$ cat config.mk
export PLATFORM = sky130hd
export DESIGN_NAME = keypad_scan
export DESIGN_NICKNAME = d
export VERILOG_FILES = /design/src/rtl/keypad_scan.sv
export SDC_FILE = /design/constraint.sdc
export NUM_CORES = 1
export LEC_CHECK = 0
export BUFFER_PORTS_ARGS = -buffer_cell sky130_fd_sc_hd__buf_4
export CAP_MARGIN = 10
export CORE_MARGIN = 8
export CORE_UTILIZATION = 57
export DETAILED_ROUTE_END_ITERATION = 8
export PLACE_DENSITY_LB_ADDON = 0.08
export SLEW_MARGIN = 20
export SYNTH_ARGS = -nofsm -noshare
export SYNTH_HDL_FRONTEND = slang
export SYNTH_SLANG_ARGS = --single-unit
export TNS_END_PERCENT = 30
$ cat constraint.sdc
create_clock -name CLK -period 1.6 [get_ports CLK]
set_input_delay 0.16 -clock CLK [delete_from_list [all_inputs] [get_ports CLK]]
set_output_delay 0.16 -clock CLK [all_outputs]
set_load 0.1 [all_outputs]
$ cat src/rtl/keypad_scan.sv
// rtl/keypad_scan.sv - 4x4 hex keypad row scanner with per-scan debounce and hex key decode
// Rows are driven active-low one at a time; a press or release is accepted after DEBOUNCE_SCANS identical full scans.
module keypad_scan #(
  parameter int ROW_CYCLES     = 100000,
  parameter int DEBOUNCE_SCANS = 4
) (
  input  logic       CLK,
  input  logic       RESET_N,
  input  logic [3:0] col_in,
  output logic [3:0] row_out,
  output logic [3:0] key_code,
  output logic       key_valid,
  output logic       key_held
);

  localparam int DW = $clog2(ROW_CYCLES);
  localparam int CW = $clog2(DEBOUNCE_SCANS + 1);
  localparam logic [DW-1:0] DWELL_LAST = DW'(ROW_CYCLES - 1);
  localparam logic [CW-1:0] DB_DONE    = CW'(DEBOUNCE_SCANS);

  typedef enum logic [1:0] {
    RELEASED = 2'd0,
    PRESS_DB = 2'd1,
    PRESSED  = 2'd2,
    REL_DB   = 2'd3
  } state_e;

  // Reset asserts asynchronously, releases on a CLK edge so no flop sees a runt deassertion.
  logic rst_meta_q;
  logic rst_sync_q;

  always_ff @(posedge CLK or negedge RESET_N) begin
    if (!RESET_N) begin
      rst_meta_q <= 1'b0;
      rst_sync_q <= 1'b0;
    end else begin
      rst_meta_q <= 1'b1;
      rst_sync_q <= rst_meta_q;
    end
  end

  logic [3:0]    col_meta_q;
  logic [3:0]    col_sync_q;
  logic [DW-1:0] dwell_q, dwell_d;
  logic [1:0]    row_q, row_d;
  logic [11:0]   acc_q, acc_d;
  state_e        state_q, state_d;
  logic [CW-1:0] cnt_q, cnt_d;
  logic [3:0]    cand_q, cand_d;
  logic [3:0]    code_q, code_d;
  logic          valid_q, valid_d;

  logic          row_last;
  logic          scan_eval;
  logic [3:0]    row_hits;
  logic [15:0]   scan_keys;
  logic [4:0]    hit_count;
  logic [3:0]    hit_idx;
  logic          scan_none;
  logic          scan_one;
  logic [CW-1:0] cnt_inc;

  function automatic logic [3:0] key_map(input logic [3:0] idx);
    case (idx)
      4'd0:    key_map = 4'h1;
      4'd1:    key_map = 4'h2;
      4'd2:    key_map = 4'h3;
      4'd3:    key_map = 4'hA;
      4'd4:    key_map = 4'h4;
      4'd5:    key_map = 4'h5;
      4'd6:    key_map = 4'h6;
      4'd7:    key_map = 4'hB;
      4'd8:    key_map = 4'h7;
      4'd9:    key_map = 4'h8;
      4'd10:   key_map = 4'h9;
      4'd11:   key_map = 4'hC;
      4'd12:   key_map = 4'h0;
      4'd13:   key_map = 4'hF;
      4'd14:   key_map = 4'hE;
      default: key_map = 4'hD;
    endcase
  endfunction

  assign row_last  = (dwell_q == DWELL_LAST);
  assign scan_eval = row_last && (row_q == 2'd3);
  assign row_hits  = ~col_sync_q;
  // Rows 0..2 come from earlier samples; row 3 is taken live on the evaluation cycle.
  assign scan_keys = {row_hits, acc_q};
  assign row_out   = ~(4'b0001 << row_q);
  assign cnt_inc   = cnt_q + CW'(1);

  always_ff @(posedge CLK or negedge rst_sync_q) begin
    if (!rst_sync_q) begin
      col_meta_q <= 4'hF;
      col_sync_q <= 4'hF;
      dwell_q    <= '0;
      row_q      <= 2'd0;
      acc_q      <= '0;
      state_q    <= RELEASED;
      cnt_q      <= '0;
      cand_q     <= 4'h0;
      code_q     <= 4'h0;
      valid_q    <= 1'b0;
    end else begin
      col_meta_q <= col_in;
      col_sync_q <= col_meta_q;
      dwell_q    <= dwell_d;
      row_q      <= row_d;
      acc_q      <= acc_d;
      state_q    <= state_d;
      cnt_q      <= cnt_d;
      cand_q     <= cand_d;
      code_q     <= code_d;
      valid_q    <= valid_d;
    end
  end

  always_comb begin
    dwell_d = row_last ? '0 : dwell_q + DW'(1);
    row_d   = row_last ? row_q + 2'd1 : row_q;
    acc_d   = acc_q;
    if (row_last) begin
      case (row_q)
        2'd0:    acc_d[3:0]  = row_hits;
        2'd1:    acc_d[7:4]  = row_hits;
        2'd2:    acc_d[11:8] = row_hits;
        default: acc_d       = acc_q;
      endcase
    end
  end

  always_comb begin
    hit_count = '0;
    hit_idx   = '0;
    for (int i = 0; i < 16; i++) begin
      if (scan_keys[i]) begin
        hit_count = hit_count + 5'd1;
        hit_idx   = 4'(i);
      end
    end
  end

  assign scan_none = (hit_count == 5'd0);
  assign scan_one  = (hit_count == 5'd1);

  always_comb begin
    state_d = state_q;
    cnt_d   = cnt_q;
    cand_d  = cand_q;
    code_d  = code_q;
    valid_d = 1'b0;
    if (scan_eval) begin
      case (state_q)
        RELEASED: begin
          if (scan_one) begin
            state_d = PRESS_DB;
            cand_d  = hit_idx;
            cnt_d   = CW'(1);
          end
        end
        PRESS_DB: begin
          if (scan_one && (hit_idx == cand_q)) begin
            if (cnt_inc == DB_DONE) begin
              state_d = PRESSED;
              cnt_d   = '0;
              code_d  = key_map(cand_q);
              valid_d = 1'b1;
            end else begin
              cnt_d = cnt_inc;
            end
          end else if (scan_one) begin
            cand_d = hit_idx;
            cnt_d  = CW'(1);
          end else begin
            state_d = RELEASED;
            cnt_d   = '0;
          end
        end
        PRESSED: begin
          // No rollover: any key activity keeps the current press alive.
          if (scan_none) begin
            state_d = REL_DB;
            cnt_d   = CW'(1);
          end
        end
        REL_DB: begin
          if (scan_none) begin
            if (cnt_inc == DB_DONE) begin
              state_d = RELEASED;
              cnt_d   = '0;
            end else begin
              cnt_d = cnt_inc;
            end
          end else begin
            state_d = PRESSED;
            cnt_d   = '0;
          end
        end
        default: begin
          state_d = RELEASED;
          cnt_d   = '0;
        end
      endcase
    end
  end

  always_comb begin
    key_held  = (state_q == PRESSED) || (state_q == REL_DB);
    key_valid = valid_q;
    key_code  = code_q;
  end

endmodule

==> results of run 1 <==
[critical path: cells and delay by family (launching register included)]
kind                       cells  cell delay, ns
buffers and inverters          3            0.34
xor gates and xnor gates       1            0.18
adders and majority gates     14            3.62
AOI/OAI and AO/OA              9            1.18
DFF                            1            0.43
muxes                          5            1.33
and+or+nand+nor               16            1.75
[stage by stage]
| stage | utilization (%) | setup slack (ns) | TNS [ns] | total power, mW |
|---|---|---|---|---|
| 4_1_cts | 82.5 | -7.06 | -102.22 | 2.65 |
| 2_1_floorplan | - | -6.94 | -97.30 | 1.65 |
| 3_5_place_dp | 77.4 | -7.40 | -108.59 | 1.80 |
| 3_3_place_gp | 77.4 | -6.97 | -102.42 | 1.78 |
| 5_1_grt | 85.9 | -7.67 | -113.82 | 2.81 |
| 6_report | 85.9 | -7.34 | -104.69 | 2.71 |
[registers in the layout, summed over array words and instances, names as in the netlist]
signal,cells
cnt_q,3
col_sync_q,4
dwell_q,17
rst_sync_q,1
row_q,2
key_valid,1
col_meta_q,4
key_code,4
cand_q,4
acc_q,12
state_q,2
rst_meta_q,1
[layer usage]
metal  wire, µm  up-vias  part of all wire, %
met3        380       38                  3.1
met2       6720      115                   54
li1           -     1961                    -
met5          0        -                    0
met4        422        0                  3.4
met1       4870     2021                   39
[final timing paths]
kind	to	cells after the start	startpoint	slack, ns
worst max-delay path	key_code[0]	48	acc_q[1]	-7.34
worst min-delay path	rst_sync_q	2	RESET_N	0.14
worst max register to register	key_code[0]	48	acc_q[1]	-7.34
worst min register to register	acc_q[0]	0	rst_sync_q	0.18
max in group asynchronous	col_sync_q[2]	1	rst_sync_q	0.81
min in group CLK	col_sync_q[3]	0	col_meta_q[3]	0.36
[cell type report]
cell class	instances	area [µm²]	area share [%]
tap	99	124	1.99
multi-input combinational	366	3130	50.2
timing repair buffer	180	1410	22.6
clock buffer	5	68.8	1.11
inverter	24	90.1	1.45
sequential	55	1390	22.3
clock inverter	3	25.0	0.402
[power breakdown]
group	total (mW)	switching [mW]	internal (mW)
clock network	0.806	0.492	0.314
logic	0.476	0.250	0.227
registers	1.43	0.0177	1.41
[repair_timing]
action / CTS / global route
hold buffers: 5 / 0
resized for setup: 36 / 33
setup endpoints to repair: 40 / 40
buffers inserted: 13 / 10
hold endpoints to repair: 6 / 0
pin swaps: 21 / 22
[cells in the final DEF, fill, tap and decap left out, drive strengths merged, types with 6 or more instances in the layout]
master and instances:
buf 175, nand2 60, dfrtp 47, xnor2 38
o21ai 31, nor2 28, ha 25, inv 24
xor2 22, nand3 15, mux2 13, a21oi 11
and3 9, mux2i 9, dfstp 8, nor2b 8
xnor3 7, nand4 6, a31oi 6, nor3 6
nor4 6
[cells by family (layout without fill, tap and decap cells)]
| kind of cell | count (synthesis) | count (layout) | share of synthesized area (%) |
|---|---|---|---|
| flip-flops | 55 | 55 | 32.4 |
| adder cells (fa/ha/maj) | 25 | 25 | 7.32 |
| multiplexers | 22 | 22 | 5.83 |
| AND/OR/NAND/NOR | 166 | 166 | 19.7 |
| buffers and inverters | 45 | 212 | 3.98 |
| other | 1 | 1 | 0.0878 |
| XOR/XNOR | 69 | 69 | 17.9 |
| AO/OA/AOI/OAI | 83 | 83 | 12.7 |
==> key figures, run 1 <==
Global routing
  • Initial antenna violation count: 0
  • GRT Total Usage: roughly 23%
  • Met3 Resource Use GR: about 2.7%
  • M2 GR Usage: between 40% and 50%
  • Number of global-route vias before repair: 4229
  • Gr busiest metal: met2
  • Largest net degree at the start of global routing: 40
  • GRT overflow: 0
  • First-pass GRT wire length: 19300 µm
  • GR met1 Demand/Resource: roughly a quarter

Layout
  • Filler cell count in the final layout: ~400
  • Final nets: 663
  • Fin cells: approximately 730
  • Post-route cell area: between 0.006 and 0.007 mm²
  • N_diodes: 0
  • Area delta synth->final: 45.7%
  • Ratio of cells with drive above 1 in the final layout: 43.0%

Floorplanning
  • Die Height: between 100 and 150 µm
  • Die area: roughly 0.011 mm²
  • Die width: 103 µm
  • # rows: 31
  • Core footprint: 0.00725 mm²
  • Number of I/O pins: 16
  • Starting density of the core: about three fifths

Critical path
  • Slowest CP cell: dfrtp_1
  • CP endpoint kind: register
  • Crit-path max FO: 6
  • Setup Crit Path Kind: register to register
  • CP arrival: 9.15 ns
  • Type of origin of the critical path: register
  • WP data required: between 1.5 and 2 ns
  • Slowest Stage Delay on Critical Path: around 0.43 ns
  • Worst path most repeated cell: ha_4

Synth
  • Syn_area_per_cell: between 9 and 10 µm²
  • Top cells by count, synth: nand2_1, dfrtp_1, xnor2_1
  • Mapped Nets: between 400 and 500
  • Netlist cell types: 65
  • Seq/Total Area, Yosys: about a third
  • Warnings, synthesis: 0
  • Synthesized area: 0.00427 mm²
  • Asr flop ratio synth: between 90% and 100%
  • Cells after Synth: between 400 and 500
  • Area share of the largest cell type after synthesis: between 20% and 30%
  • Area contributors post-synth: dfrtp_1, ha_1, xnor2_1, nand2_1, dfstp_2
  • Most common cell in the synthesized netlist: nand2_1
  • FF+latch count, synth: 55
  • Biggest area consumer among synthesized cells: dfrtp_1
  • Ys flop type: dfrtp_1
  • Post-synth EDFFs: 0

Pwr
  • Pwr per Cell Area: 435 mW/mm²
  • Peak supply drop: about 0.67 mV
  • LEAKAGE: 2.96 nW

Clock tree
  • CTS tree: done
  • Worst-path clk slew: between 0.1 and 0.15 ns
  • Clk_lat worst skew: approximately 0.33 ns
  • CTS buffer count: 5
  • Max clock buf depth: 2
  • Clock sinks: 55
  • H-tree depth: 2
  • Root Buffer: clkbuf_8

Timing
  • FMAX: about 110 MHz
  • Period utilization: 559%
  • Slew Viols, Final: 0
  • Minimum clock period: about 8.9 ns
  • RSZ-0062 raised after global routing: true
  • Hold_ws: between 0.1 and 0.15 ns
  • Final hold vios: 0
  • Slew HR: 44.1%
  • Clock skew: a little under 0.009 ns
  • Final setup violation count: 38
  • PnR worst setup slack: -7.34 ns
  • Slew @ Worst Pin: 0.828 ns

Detailed routing
  • DR vias: between 4000 and 5000
  • Pre-antenna DRT Iters: 5
  • Antenna Nets Post-Route: 0
  • DRC Markers: 0
  • DRT Wirelength: 12400 µm
  • Initial DRC count: 172
  • Vias/cell: about 5.6
  • Routed wire per std cell: 16.9 µm

Placement
  • Placed instance area: between 0.005 and 0.006 mm²
  • I/O Buffers: 15
  • Placed cells: between 600 and 700
  • RePlAce Congestion: roughly 0.86
  • Detailed Place HPWL: approximately 8200 µm

Run status
  • Status: complete, but fails checks
  • Failing checks: negative setup slack

Job
  • Max Cap Violations: 0

Min path
  • Worst min-delay path class: input pin to async pin
Power figures use the tool's default switching activity.
==> run 2, diff against run 1 <==
GPL_TIMING_DRIVEN = 0   (was not set)
clock period = 8.1 ns   (was 1.6 ns; I/O delays follow)
==> key figures, run 2 (same netlist as run 1, synthesis figures left out) <==
Run status
  • Status: complete, but fails checks
  • Failing checks: negative setup slack

Layout
  • Commonest cells after routing, fill and taps aside: nand2_1, dfrtp_1, buf_4, xnor2_1, o21ai_0
  • Largest register by flop count: dwell_q
  • Register area: 0.00139 mm² (+0.27%)
  • Most common cell after layout, fill and taps aside: nand2_1
  • Max reg flops: 17 (unchanged)
  • Ratio of cells with drive above 1 in the final layout: 25.0% (-18 points)
  • Final nets: 546 (-18%)
  • Multi-input logic area: 0.00302 mm² (-3.3%)
  • Largest regs: dwell_q: 17 flops, acc_q: 12 flops
  • Fin cells: 615 (-16%)
  • Final core utilization: 70.7% (-15 points)
  • Post-route cell area: 0.00513 mm² (-18%)
  • Area delta synth->final: 20.0%
  • Filler cell count in the final layout: 586 (+49%)
  • N_diodes: 0 (unchanged)

Timing
  • Hold_ws: 0.252 ns (+0.116 ns)
  • FMAX: 114 MHz (+2.1%)
  • Slew Viols, Final: 0 (unchanged)
  • Final setup violation count: 14 (-63%)
  • Final hold vios: 0 (unchanged)
  • Slew @ Worst Pin: 0.863 ns (+0.0350 ns)
  • Minimum clock period: 8.76 ns (-0.184 ns)
  • Period utilization: 108% (-450 points)
  • Clock skew: 0.00992 ns (+0.000981 ns)
  • Slew HR: 41.7% (-2.4 points)
  • PnR worst setup slack: -0.656 ns (+6.68 ns)
  • RSZ-0062 raised after global routing: true

Global routing
  • First-pass GRT wire length: 15200 µm (-21%)
  • GRT overflow: 0 (unchanged)
  • Initial antenna violation count: 0 (unchanged)
  • Largest net degree at the start of global routing: 54 (+35%)
  • Number of global-route vias before repair: 3326 (-21%)
  • GRT Total Usage: 17.7% (-5.2 points)

Placement
  • Placed instance area: 0.00461 mm² (-18%)
  • Placed cells: 580 (-17%)
  • Detailed Place HPWL: 6400 µm (-22%)
  • RePlAce Congestion: 0.802 (-7.2%)
  • I/O Buffers: 15 (unchanged)

Floorplanning
  • Number of I/O pins: 16 (unchanged)
  • Die width: 103 µm (unchanged)
  • Starting density of the core: 58.9% (unchanged)
  • Core footprint: 0.00725 mm² (unchanged)
  • Die area: 0.0105 mm² (unchanged)
  • Die Height: 103 µm (unchanged)
  • # rows: 31 (unchanged)

Critical path
  • Setup Crit Path Kind: register to register
  • Slowest Stage Delay on Critical Path: 0.40 ns (-0.03 ns)
  • RR Startpoint: acc_q[0]
  • FF-to-FF End: cand_q[3]
  • Worst path most repeated cell: ha_4
  • Reg-to-reg slack, setup: -0.66 ns (+6.68 ns)
  • Worst setup endpoint: cand_q[3]
  • Type of origin of the critical path: register
  • CP endpoint kind: register
  • CP arrival: 8.96 ns (-0.19 ns)
  • WP data required: 8.30 ns (+6.49 ns)
  • Crit-path max FO: 5 (-1)
  • Crit path depth: 47 (-2.1%)
  • Slowest CP cell: dfrtp_1
  • Worst path bufs/invs: 4 (+1)
  • R2R cell count: 47 (-2.1%)
  • Setup crit start: acc_q[0]
  • Top Family by Delay on Critical Path: adder cells

Detailed routing
  • Routed wire per std cell: 14.8 µm (-13%)
  • DRC Markers: 0 (unchanged)
  • Pre-antenna DRT Iters: 4 (-1)
  • Initial DRC count: 98 (-43%)
  • Antenna Nets Post-Route: 0 (unchanged)
  • Vias/cell: 5.63 (-0.26%)
  • DR vias: 3465 (-16%)
  • DRT Wirelength: 9100 µm (-27%)

Clock tree
  • CTS buffer count: 5 (unchanged)
  • Cts hold-fix bufs: 0 (-5)
  • Max clock buf depth: 2 (unchanged)
  • Clk_lat worst skew: 0.31 ns (-0.02 ns)
  • H-tree depth: 2 (unchanged)
  • CTS tree: done
  • Worst-path clk slew: 0.10 ns (about the same)
  • Root Buffer: clkbuf_8
  • Clock sinks: 55 (unchanged)

Pwr
  • Clk pwr share: 30.4% (+0.7 points)
  • P_sw: 0.136 mW (-82%)
  • LEAKAGE: 2.30 nW (-22%)
  • Logic pwr share: 14.0% (-3.6 points)
  • Reg power frac: 55.6% (+2.9 points)
  • P_int: 0.376 mW (-81%)
  • Pwr per Cell Area: 100 mW/mm² (-77%)
  • Switching portion of total power: 26.6% (-1.4 points)
  • Peak supply drop: 0.101 mV (-85%)

Job
  • Max Cap Violations: 0 (unchanged)

Min path
  • Worst min-delay path class: input pin to async pin
[run 2: worst min-delay path by stage]
stage | end | cells after the start | from
6_report | rst_sync_q | 1 | RESET_N
5_1_grt | rst_sync_q | 1 | RESET_N
4_1_cts | rst_sync_q | 1 | RESET_N
3_5_place_dp | rst_sync_q | 0 | rst_meta_q
3_3_place_gp | rst_sync_q | 0 | rst_meta_q
2_1_floorplan | rst_sync_q | 0 | rst_meta_q
[run 2: final cells by class]
type / instances / area share, %
clock inverter: 3 / 0.464
sequential: 55 / 27.1
tap: 99 / 2.42
inverter: 24 / 1.76
multi-input combinational: 366 / 58.9
clock buffer: 5 / 1.34
timing repair buffer: 43 / 6.44
buffer: 20 / 1.49
[run 2: what timing repair did]
item                                   4_1_cts  5_1_grt
resized for setup                           35       14
pin swaps                                   24       19
endpoints found under the hold margin        0        0
setup buffers                               19        9
setup endpoints to repair                   14       14
[run 2: power groups by stage]
stage | registers (mW) | logic (mW) | clock network, mW
2_1_floorplan | 0.289 | 0.0345 | 0
3_3_place_gp | 0.290 | 0.0434 | 0
3_5_place_dp | 0.291 | 0.0448 | 0
4_1_cts | 0.286 | 0.0606 | 0.160
5_1_grt | 0.287 | 0.0780 | 0.171
6_report | 0.285 | 0.0718 | 0.156
[run 2: per-stage QoR]
stage                     TNS, ns  setup slack, ns  power [mW]
after CTS                  -10.38           -0.850       0.507
after global placement     -12.92            -1.03       0.334
after floorplan             -5.06           -0.485       0.323
after global routing       -14.09            -1.12       0.536
after detailed placement   -14.76            -1.16       0.336
final                       -7.78           -0.656       0.512
[run 2: metal layers]
metal | global-route usage (%) | vias to the layer above | routed length (µm)
li1 | - | 1726 | -
met1 | 22.2 | 1687 | 4260
met2 | 32.2 | 43 | 4620
met3 | 1.62 | 9 | 134
met4 | 3.72 | 0 | 91
met5 | 0 | - | 0
==> run 3, diff against run 2 <==
REMOVE_ABC_BUFFERS = 1   (was not set)
==> key figures, run 3 (same netlist as run 1, synthesis figures left out) <==
Critical path
  • Type of origin of the critical path: register
  • Top Family by Delay on Critical Path: adder cells
  • Crit-path max FO: 7 (+2)
  • Slowest Stage Delay on Critical Path: 0.43 ns (+0.03 ns)
  • Worst path most repeated cell: ha_4
  • Reg-to-reg slack, setup: -0.66 ns (about the same)
  • Worst path bufs/invs: 3 (-1)
  • WP data required: 8.30 ns (about the same)
  • FF-to-FF End: key_code[1]
  • CP endpoint kind: register
  • Slowest CP cell: dfrtp_1
  • Setup Crit Path Kind: register to register
  • CP arrival: 8.96 ns (about the same)
  • R2R cell count: 48 (+2.1%)
  • RR Startpoint: acc_q[1]

Detailed routing
  • Antenna Nets Post-Route: 0 (unchanged)
  • Routed wire per std cell: 15.5 µm (+4.4%)
  • DR vias: 3413 (-1.5%)
  • Vias/cell: 5.65 (+0.29%)
  • Initial DRC count: 100 (+2.0%)
  • DRC Markers: 0 (unchanged)
  • Pre-antenna DRT Iters: 4 (unchanged)
  • DRT Wirelength: 9330 µm (+2.5%)

Timing
  • Slew HR: 44.3% (+2.6 points)
  • Period utilization: 108% (about the same)
  • Slew Viols, Final: 0 (unchanged)
  • PnR worst setup slack: -0.662 ns (-0.00529 ns)
  • FMAX: 114 MHz (about the same)
  • Clock skew: 0.00983 ns (-0.0000847 ns)
  • Fin Setup TNS: -8.49 ns (-0.710 ns)
  • Minimum clock period: 8.76 ns (+0.00529 ns)
  • Final setup violation count: 14 (unchanged)
  • Slew @ Worst Pin: 0.827 ns (-0.0360 ns)
  • Final hold vios: 0 (unchanged)
  • RSZ-0062 raised after global routing: true

Layout
  • N_diodes: 0 (unchanged)
  • Final core utilization: 71.0% (+0.33 points)
  • Post-route cell area: 0.00515 mm² (+0.46%)
  • Ratio of cells with drive above 1 in the final layout: 28.5% (+3.5 points)
  • Area delta synth->final: 20.5%
  • Most common cell after layout, fill and taps aside: nand2_1
  • Commonest cells after routing, fill and taps aside: nand2_1, buf_4, dfrtp_1, xnor2_1, o21ai_0
  • Largest regs: dwell_q: 17 flops, acc_q: 12 flops
  • Filler cell count in the final layout: 562 (-4.1%)
  • Largest register by flop count: dwell_q
  • Final nets: 535 (-2.0%)
  • Max reg flops: 17 (unchanged)

Global routing
  • Met3 Resource Use GR: 2.03% (+0.41 points)
  • First-pass GRT wire length: 15300 µm (+0.54%)
  • GRT overflow: 0 (unchanged)
  • M2 GR Usage: 32.1% (-0.050 points)
  • Number of global-route vias before repair: 3318 (-0.24%)
  • GRT Total Usage: 17.7% (+0.018 points)
  • Largest net degree at the start of global routing: 54 (unchanged)
  • GR met1 Demand/Resource: 22.0% (-0.24 points)
  • Gr busiest metal: met2
  • Initial antenna violation count: 0 (unchanged)

Placement
  • I/O Buffers: 15 (unchanged)
  • Dpl ws: -1.62 ns (-0.459 ns)
  • Detailed Place HPWL: 6090 µm (-4.8%)
  • Placed instance area: 0.00443 mm² (-3.8%)
  • RePlAce Congestion: 0.760 (-5.2%)

Clock tree
  • Clk_lat worst skew: 0.31 ns (about the same)
  • Root Buffer: clkbuf_8
  • CTS buffer count: 5 (unchanged)
  • Max clock buf depth: 2 (unchanged)
  • CTS tree: done
  • Clock sinks: 55 (unchanged)
  • H-tree depth: 2 (unchanged)
  • Worst-path clk slew: 0.11 ns (about the same)

Floorplanning
  • Starting density of the core: 58.9% (unchanged)
  • Die area: 0.0105 mm² (unchanged)
  • Die Height: 103 µm (unchanged)
  • # rows: 31 (unchanged)
  • Number of I/O pins: 16 (unchanged)
  • Core footprint: 0.00725 mm² (unchanged)
  • Die width: 103 µm (unchanged)

Job
  • Max Cap Violations: 0 (unchanged)

Pwr
  • Peak supply drop: 0.121 mV (+20%)
  • LEAKAGE: 2.32 nW (+0.60%)
  • Pwr per Cell Area: 98.7 mW/mm² (-1.2%)

Run status
  • Failing checks: negative setup slack
  • Status: complete, but fails checks

Min path
  • Worst min-delay path class: input pin to async pin
[run 3: area by class of cell]
type / count / area, µm² / area share (%)
clock buffer: 5 / 68.8 / 1.34
timing repair buffer: 52 / 394 / 7.65
tap: 99 / 124 / 2.41
multi-input combinational: 366 / 3050 / 59.3
inverter: 24 / 90.1 / 1.75
clock inverter: 3 / 28.8 / 0.559
sequential: 55 / 1390 / 27.0
[run 3: metal layers]
layer / wire length, µm / part of all wire (%)
met3: 167 / 1.8
met4: 104 / 1.1
met5: 0 / 0
met1: 4290 / 46
met2: 4770 / 51
[run 3: worst register-to-register path: cells and delay by family (launching register included)]
family / cells / cell delay, ns
multiplexers: 5 / 1.55
adder cells (fa/ha/maj): 14 / 3.54
buffers and inverters: 3 / 0.28
AO/OA/AOI/OAI: 10 / 1.42
flip-flops: 1 / 0.43
AND/OR/NAND/NOR: 16 / 1.43
[run 3: worst max path at each step]
stage,slack (ns),to,depth (start not counted),startpoint
global route,-1.05,key_code[3],48,acc_q[1]
floorplan,-0.89,key_code[0],47,acc_q[0]
detailed placement,-1.62,key_code[1],47,acc_q[0]
finish,-0.66,key_code[1],48,acc_q[1]
global placement,-1.46,key_code[3],47,acc_q[0]
CTS,-0.78,key_code[1],48,acc_q[1]
[run 3: metrics by stage]
| step | cells | hold WS, ns | total power [mW] |
|---|---|---|---|
| finish | 604 | 0.261 | 0.509 |
| CTS | 597 | 0.249 | 0.502 |
| global placement | 559 | 0.336 | 0.331 |
| floorplan | 445 | 0.331 | 0.320 |
| global route | 604 | 0.240 | 0.531 |
| detailed placement | 559 | 0.348 | 0.332 |
[run 3: power breakdown]
part	switching [mW]	internal [mW]	leakage, nW	total [mW]
sequential	0.00984	0.279	0.724	0.289
clock	0.0962	0.0643	0.0502	0.160
combinational	0.0326	0.0268	1.54	0.0594
total	0.139	0.370	2.32	0.509
[run 3: timing repair]
| item | in CTS | in global routing |
|---|---|---|
| hold buffers | 0 | 0 |
| setup endpoints to repair | 14 | 14 |
| resized for setup | 43 | 30 |
| setup buffers | 30 | 9 |
| pin swaps | 19 | 30 |
